--- config.mk ---
export PLATFORM = sky130hd
export DESIGN_NAME = l1_pool_streamer
export DESIGN_NICKNAME = d
export VERILOG_FILES = /design/src/rtl/l1_pool_streamer_pkg.sv /design/src/rtl/l1_stream_fifo.sv /design/src/rtl/l1_pool_streamer.sv
export SDC_FILE = /design/constraint.sdc
export NUM_CORES = 1
export LEC_CHECK = 0
export ABC_AREA = 1
export CAP_MARGIN = 10
export CORE_UTILIZATION = 31
export CTS_BUF_LIST = sky130_fd_sc_hd__clkbuf_8
export DETAILED_ROUTE_END_ITERATION = 10
export PLACE_DENSITY = 0.56
export SYNTH_ARGS = -nofsm -noshare
export SYNTH_HDL_FRONTEND = slang
export SYNTH_SLANG_ARGS = --single-unit
--- constraint.sdc ---
create_clock -name clk -period 3.3 [get_ports clk]
set_input_delay 0.66 -clock clk [delete_from_list [all_inputs] [get_ports clk]]
set_output_delay 0.66 -clock clk [all_outputs]
set_load 0.02 [all_outputs]
--- src/rtl/l1_pool_streamer_pkg.sv ---
// l1_pool_streamer_pkg
// Shared definitions for the layer-1 pooled-map streamer:
//   - layer-memory select encodings driven on csel
//   - layer-1 pooled map dimensions (32x32)
//   - controller state encodings
package l1_pool_streamer_pkg;

  localparam logic [2:0] CSEL_NONE = 3'b000;
  localparam logic [2:0] CSEL_L0   = 3'b001;
  localparam logic [2:0] CSEL_L1   = 3'b011;

  localparam int L1_ROWS  = 32;
  localparam int L1_COLS  = 32;
  localparam int L1_WORDS = L1_ROWS * L1_COLS;

  typedef logic [1:0] state_t;
  localparam state_t ST_IDLE  = 2'd0;
  localparam state_t ST_READ  = 2'd1;
  localparam state_t ST_DRAIN = 2'd2;
  localparam state_t ST_DONE  = 2'd3;

endpackage

--- src/rtl/l1_stream_fifo.sv ---
// l1_stream_fifo
// Synchronous FIFO that absorbs words returning from the layer memory so the
// output handshake can stall without losing or duplicating data.
// Ports:
//   clk        rising-edge clock
//   reset      asynchronous active-low reset (pointers and count only)
//   push       write push_data at the tail
//   push_data  word to store
//   pop        remove the head word (ignored when empty)
//   head       word at the head of the queue
//   count      number of stored words, 0..DEPTH
//   empty      count == 0
module l1_stream_fifo #(
  parameter int DATA_W = 20,
  parameter int DEPTH  = 4
) (
  input  logic                         clk,
  input  logic                         reset,
  input  logic                         push,
  input  logic [DATA_W-1:0]            push_data,
  input  logic                         pop,
  output logic [DATA_W-1:0]            head,
  output logic [$clog2(DEPTH):0]       count,
  output logic                         empty
);

  localparam int PW = $clog2(DEPTH);

  logic [DATA_W-1:0] mem [DEPTH];
  logic [PW-1:0]     wptr;
  logic [PW-1:0]     rptr;
  logic              do_pop;

  assign empty  = (count == '0);
  assign do_pop = pop && !empty;
  assign head   = mem[rptr];

  always_ff @(posedge clk or negedge reset) begin
    if (!reset) begin
      wptr  <= '0;
      rptr  <= '0;
      count <= '0;
    end else begin
      if (push)   wptr <= wptr + 1'b1;
      if (do_pop) rptr <= rptr + 1'b1;
      case ({push, do_pop})
        2'b10:   count <= count + 1'b1;
        2'b01:   count <= count - 1'b1;
        default: count <= count;
      endcase
    end
  end

  always_ff @(posedge clk) begin
    if (push) mem[wptr] <= push_data;
  end

endmodule

--- src/rtl/l1_pool_streamer.sv ---
// l1_pool_streamer
// Reads the 32x32 max-pooled map out of layer-1 memory in raster order and
// streams it on a valid/ready port. A small FIFO hides the one-cycle memory
// read latency; reads are only issued when the FIFO plus the in-flight read
// leave room, so back-pressure never drops or repeats a word.
// Optional feature macro: L1_STREAM_CHECKSUM_EN (adds chk_sum output).
// Ports:
//   clk        rising-edge clock
//   reset      asynchronous active-low reset
//   start      one-cycle pulse, begins a frame when idle
//   busy       frame in progress (cycle after start .. last handshake)
//   done       one-cycle pulse after the last handshake
//   crd        layer-memory read strobe
//   caddr_rd   layer-memory read address
//   csel       memory select, CSEL_L1 while reading
//   cdata_rd   read data, valid one cycle after crd
//   out_valid  out_data holds a word
//   out_ready  sink accepts the word
//   out_data   streamed word
//   out_last   word NUM_WORDS-1 is on out_data
//   out_index  raster index of the word on out_data
//   chk_sum    (L1_STREAM_CHECKSUM_EN only) running sum of accepted words
module l1_pool_streamer
  import l1_pool_streamer_pkg::*;
#(
  parameter int DATA_W     = 20,
  parameter int ADDR_W     = 12,
  parameter int NUM_WORDS  = L1_WORDS,
  parameter int FIFO_DEPTH = 4
) (
  input  logic                     clk,
  input  logic                     reset,
  input  logic                     start,
  output logic                     busy,
  output logic                     done,
  output logic                     crd,
  output logic [ADDR_W-1:0]        caddr_rd,
  output logic [2:0]               csel,
  input  logic [DATA_W-1:0]        cdata_rd,
  output logic                     out_valid,
  input  logic                     out_ready,
  output logic [DATA_W-1:0]        out_data,
  output logic                     out_last,
  output logic [ADDR_W-1:0]        out_index
`ifdef L1_STREAM_CHECKSUM_EN
  ,
  output logic [DATA_W+ADDR_W-1:0] chk_sum
`endif
);

  localparam int CW = $clog2(FIFO_DEPTH) + 1;
  localparam logic [CW:0] DEPTH_LIM = (CW+1)'(FIFO_DEPTH);

  state_t            state;
  logic [ADDR_W-1:0] rd_ptr;
  logic [ADDR_W-1:0] hs_cnt;
  logic              vld_p1;
  logic [CW-1:0]     fifo_count;
  logic              fifo_empty;
  logic [DATA_W-1:0] fifo_head;
  logic              accept;
  logic              room;
  logic              last_rd;
  logic              hs;
  logic              drained;

  assign accept  = (state == ST_IDLE) && start;
  // fifo_count + inflight must stay below the depth so every returning word has a slot
  assign room    = ({1'b0, fifo_count} + {{CW{1'b0}}, vld_p1}) < DEPTH_LIM;
  assign crd     = (state == ST_READ) && room;
  assign last_rd = crd && (rd_ptr == ADDR_W'(NUM_WORDS - 1));
  assign hs      = out_valid && out_ready;
  // FIFO becomes empty at this edge with nothing left to arrive
  assign drained = !vld_p1 && ((fifo_count == '0) || ((fifo_count == CW'(1)) && hs));

  assign busy      = (state == ST_READ) || (state == ST_DRAIN);
  assign done      = (state == ST_DONE);
  assign csel      = (state == ST_READ) ? CSEL_L1 : CSEL_NONE;
  assign caddr_rd  = rd_ptr;
  assign out_valid = !fifo_empty;
  assign out_data  = out_valid ? fifo_head : '0;
  assign out_index = hs_cnt;
  assign out_last  = (hs_cnt == ADDR_W'(NUM_WORDS - 1));

  always_ff @(posedge clk or negedge reset) begin
    if (!reset) begin
      state  <= ST_IDLE;
      rd_ptr <= '0;
      hs_cnt <= '0;
      vld_p1 <= 1'b0;
    end else begin
      vld_p1 <= crd;
      if (accept)   rd_ptr <= '0;
      else if (crd) rd_ptr <= rd_ptr + 1'b1;
      if (accept)   hs_cnt <= '0;
      else if (hs)  hs_cnt <= hs_cnt + 1'b1;
      case (state)
        ST_IDLE:  if (start)   state <= ST_READ;
        ST_READ:  if (last_rd) state <= ST_DRAIN;
        ST_DRAIN: if (drained) state <= ST_DONE;
        default:               state <= ST_IDLE;
      endcase
    end
  end

  // ---- stage p1: read in flight, cdata_rd valid, pushed into the FIFO ----
  l1_stream_fifo #(
    .DATA_W (DATA_W),
    .DEPTH  (FIFO_DEPTH)
  ) u_fifo (
    .clk       (clk),
    .reset     (reset),
    .push      (vld_p1),
    .push_data (cdata_rd),
    .pop       (hs),
    .head      (fifo_head),
    .count     (fifo_count),
    .empty     (fifo_empty)
  );

`ifdef L1_STREAM_CHECKSUM_EN
  always_ff @(posedge clk or negedge reset) begin
    if (!reset)      chk_sum <= '0;
    else if (accept) chk_sum <= '0;
    else if (hs)     chk_sum <= chk_sum + (DATA_W+ADDR_W)'(out_data);
  end
`else
  // no checksum accumulator in this build
`endif

endmodule

==> reports/qor.yml <==
crit_arrival_ns: 2.39
max-clock-path-buffers: 2
total_power_mw: 5.57
ios: 76
drtIter0Drc: 198
wire_per_inst_um: 14.2
grt-ovfl-total: 0
placedInstanceArea_um2: 6160
tns_ns: 0
status: "finished clean"
finalMaxSlewViolations: 0
holdCritStartpoint: "u_fifo.count[0]"
yosys_warnings: 0
synth_edf_count: 80
final_area_um2: 6590
viasPerCell: 4.64
ff2ff_path_depth: 10
antenna_found_initial: 0
synthesis.nets: 551
worst_pin_slew_ns: 0.938
p_per_area_nw_per_um2: 846
clock_latency_ns: 0.44
drt-pass1-iter-count: 7
path_class: "reg2out"
synth-compound-area-share: 0.0850
synth_top_family_by_area: "simple AND/OR/NAND/NOR gates"
synth.area.mux_share: 0
core_um2: 16500
worstPathRequired_ns: 2.64
relSlewSlack: 0.374
die_w_um: 132
postCtsSetupRepairBufs: 0
wirelength_mm: 11.7
grt_pass1_vias: 3751
initial_core_util: 0.315
num_vias: 3820
synth_xor_area_frac: 0.0101
synthSimpleGateAreaFrac: 0.194
fin_crit_sh: 0.923
place_inst: 790
syn_avg_cell_area_um2: 10.2
clockRootBuffer: "clkbuf_8"
grt_max_degree: 42
syn_to_final_growth_pct: 26.4
clkSinkCount: 114
vdd_drop_max_uv: 427
dp_hpwl_mm: 7.43
nNetsFinal: 630
final_cells: 824
dieArea_um2: 17300
timing.rr.start: "u_fifo.count[0]"
io_buffers: 74
crit_start: "u_fifo.count[0]"
insertedDiodeCount: 0
worstSetupStartpointType: "register"
grt.total_usage: 0.143
drc: 0
synth_cells: 512
ys_async_sr_fraction: 0.298
setup_viol: 0
syn-cell-area_um2: 5210
n_fill_cell: 1603
synth.distinct_cells: 35
htree_levels: 4
final_hold_viol_count: 0
ant_nets: 0
drive_gt1_frac: 0.104
finalCriticalPeriod_ns: 3.05
power.leakage_nw: 2.55
synth-seq-cells: 114
cts_tree: "built"
critPathMaxFanout: 10
synth_fa_ha_area_frac: 0.0360
die_h_um: 132
rows: 47
synth.most_common_cell: "nor2_1"
cts_made_buffers: 17
hold_class: "reg2reg"
ctsHoldBuffers: 0
dominantRegCellSynth: "edfxtp_1"
max_freq_ghz: 0.328
cts.clk_slew.worst_paths_ns: 0.07
ys_seq_area_frac: 0.624
synth_area_leaders: "edfxtp_1 (46%), dfrtp_1 (16%), nor2_1 (8.3%)"
synth_area_leader_cell: "edfxtp_1"
grt_pass1_wl_mm: 19.0
synthTopCellsByCount: "nor2_1 (115), edfxtp_1 (80), nand2_1 (66)"
rsz0062_at_grt: "false"
skew_ns: 0.0109
hold_path_depth: 1
place_congestion: 0.810
maxCapViolCount: 0
yosysTopAreaCellShare: 0.461
endpoint_kind: "output port"
-- kinds of logic after synthesis --
| kind of cell | count (synthesis) |
|---|---|
| DFF | 114 |
| other | 1 |
| xor gates and xnor gates | 6 |
| adders and majority gates | 15 |
| buffers and inverters | 62 |
| and+or+nand+nor | 228 |
| AOI/OAI and AO/OA | 86 |
-- cell usage in the layout, fill, tap and decap left out, types with 5 or more instances in the layout --
cell type and count:
o21ai_0 48, o21ai_1 5, dfrtp_1 32, nand3_1 17, nand2_1 66, a21oi_1 29
edfxtp_1 80, nand4_1 7, clkbuf_8 17, clkinv_4 7, nor2_1 115, inv_1 38
ha_1 15, clkdlybuf4s50_1 71
-- per-stage QoR --
step	worst slack, ns	hold WS, ns	utilization
after floorplan	1.18	0.364	-
after global placement	0.470	0.510	0.373
after detailed placement	0.421	0.521	0.373
after CTS	0.0385	0.542	0.397
after global routing	0.0720	0.550	0.399
final	0.253	0.535	0.399
-- what timing repair did --
| item | in CTS | in global routing |
|---|---|---|
| resized for setup | 2 | 9 |
| endpoints found under the setup margin | 15 | 19 |
| cloned | 1 | 1 |
| pin swaps | 0 | 0 |
-- critical path, cell delays in order (launching register included) --
cell             delay [ns]
dfrtp_2                0.42
inv_1                  0.08
ha_1                   0.24
nand2_4                0.16
clkinvlp_4             0.24
a21oi_1                0.19
clkdlybuf4s50_1        0.62
-- where the power goes --
group	total (mW)	leakage (nW)	switching [mW]	internal, mW
clock network	1.28	0.198	0.607	0.675
registers	1.93	1.17	0.161	1.77
logic	2.36	1.18	1.42	0.938
-- layout make-up --
type                            count  area [um^2]  area share
Multi-Input combinational cell    336         1700       0.258
Sequential cell                   114         3260       0.494
Inverter                           42          166      0.0253
Clock buffer                       17          234      0.0355
Tap cell                          220          275      0.0418
Clock inverter                     15          160      0.0243
Timing Repair inverter              2         15.0     0.00228
Timing Repair Buffer               78          782       0.119
-- registers in the layout, summed over array words and instances, names as in the netlist --
register      count
out_index        12
u_fifo.count      3
u_fifo.rptr       2
u_fifo.mem       80
state             2
vld_p1            1
u_fifo.wptr       2
caddr_rd         12
-- routing by layer --
| metal | wire length (um) | global-route usage | part of all wire | vias up |
|---|---|---|---|---|
| met5 | 0 | 0 | 0 | - |
| met1 | 5470 | 0.179 | 0.47 | 1835 |
| met4 | 72 | 0.0407 | 0.0061 | 0 |
| met2 | 5610 | 0.232 | 0.48 | 104 |
| met3 | 562 | 0.0502 | 0.048 | 7 |
| li1 | - | - | - | 1874 |
-- final timing paths --
check	endpoint	slack [ns]
max	out_data[10]	0.25
min in group asynchronous	out_index[11]	0.63
max reg2reg	u_fifo.count[2]	1.28
min	u_fifo.count[0]	0.54
max in group asynchronous	u_fifo.rptr[0]	2.29
min reg2reg	u_fifo.count[0]	0.54
No activity file was read; power rests on OpenSTA's default activity.
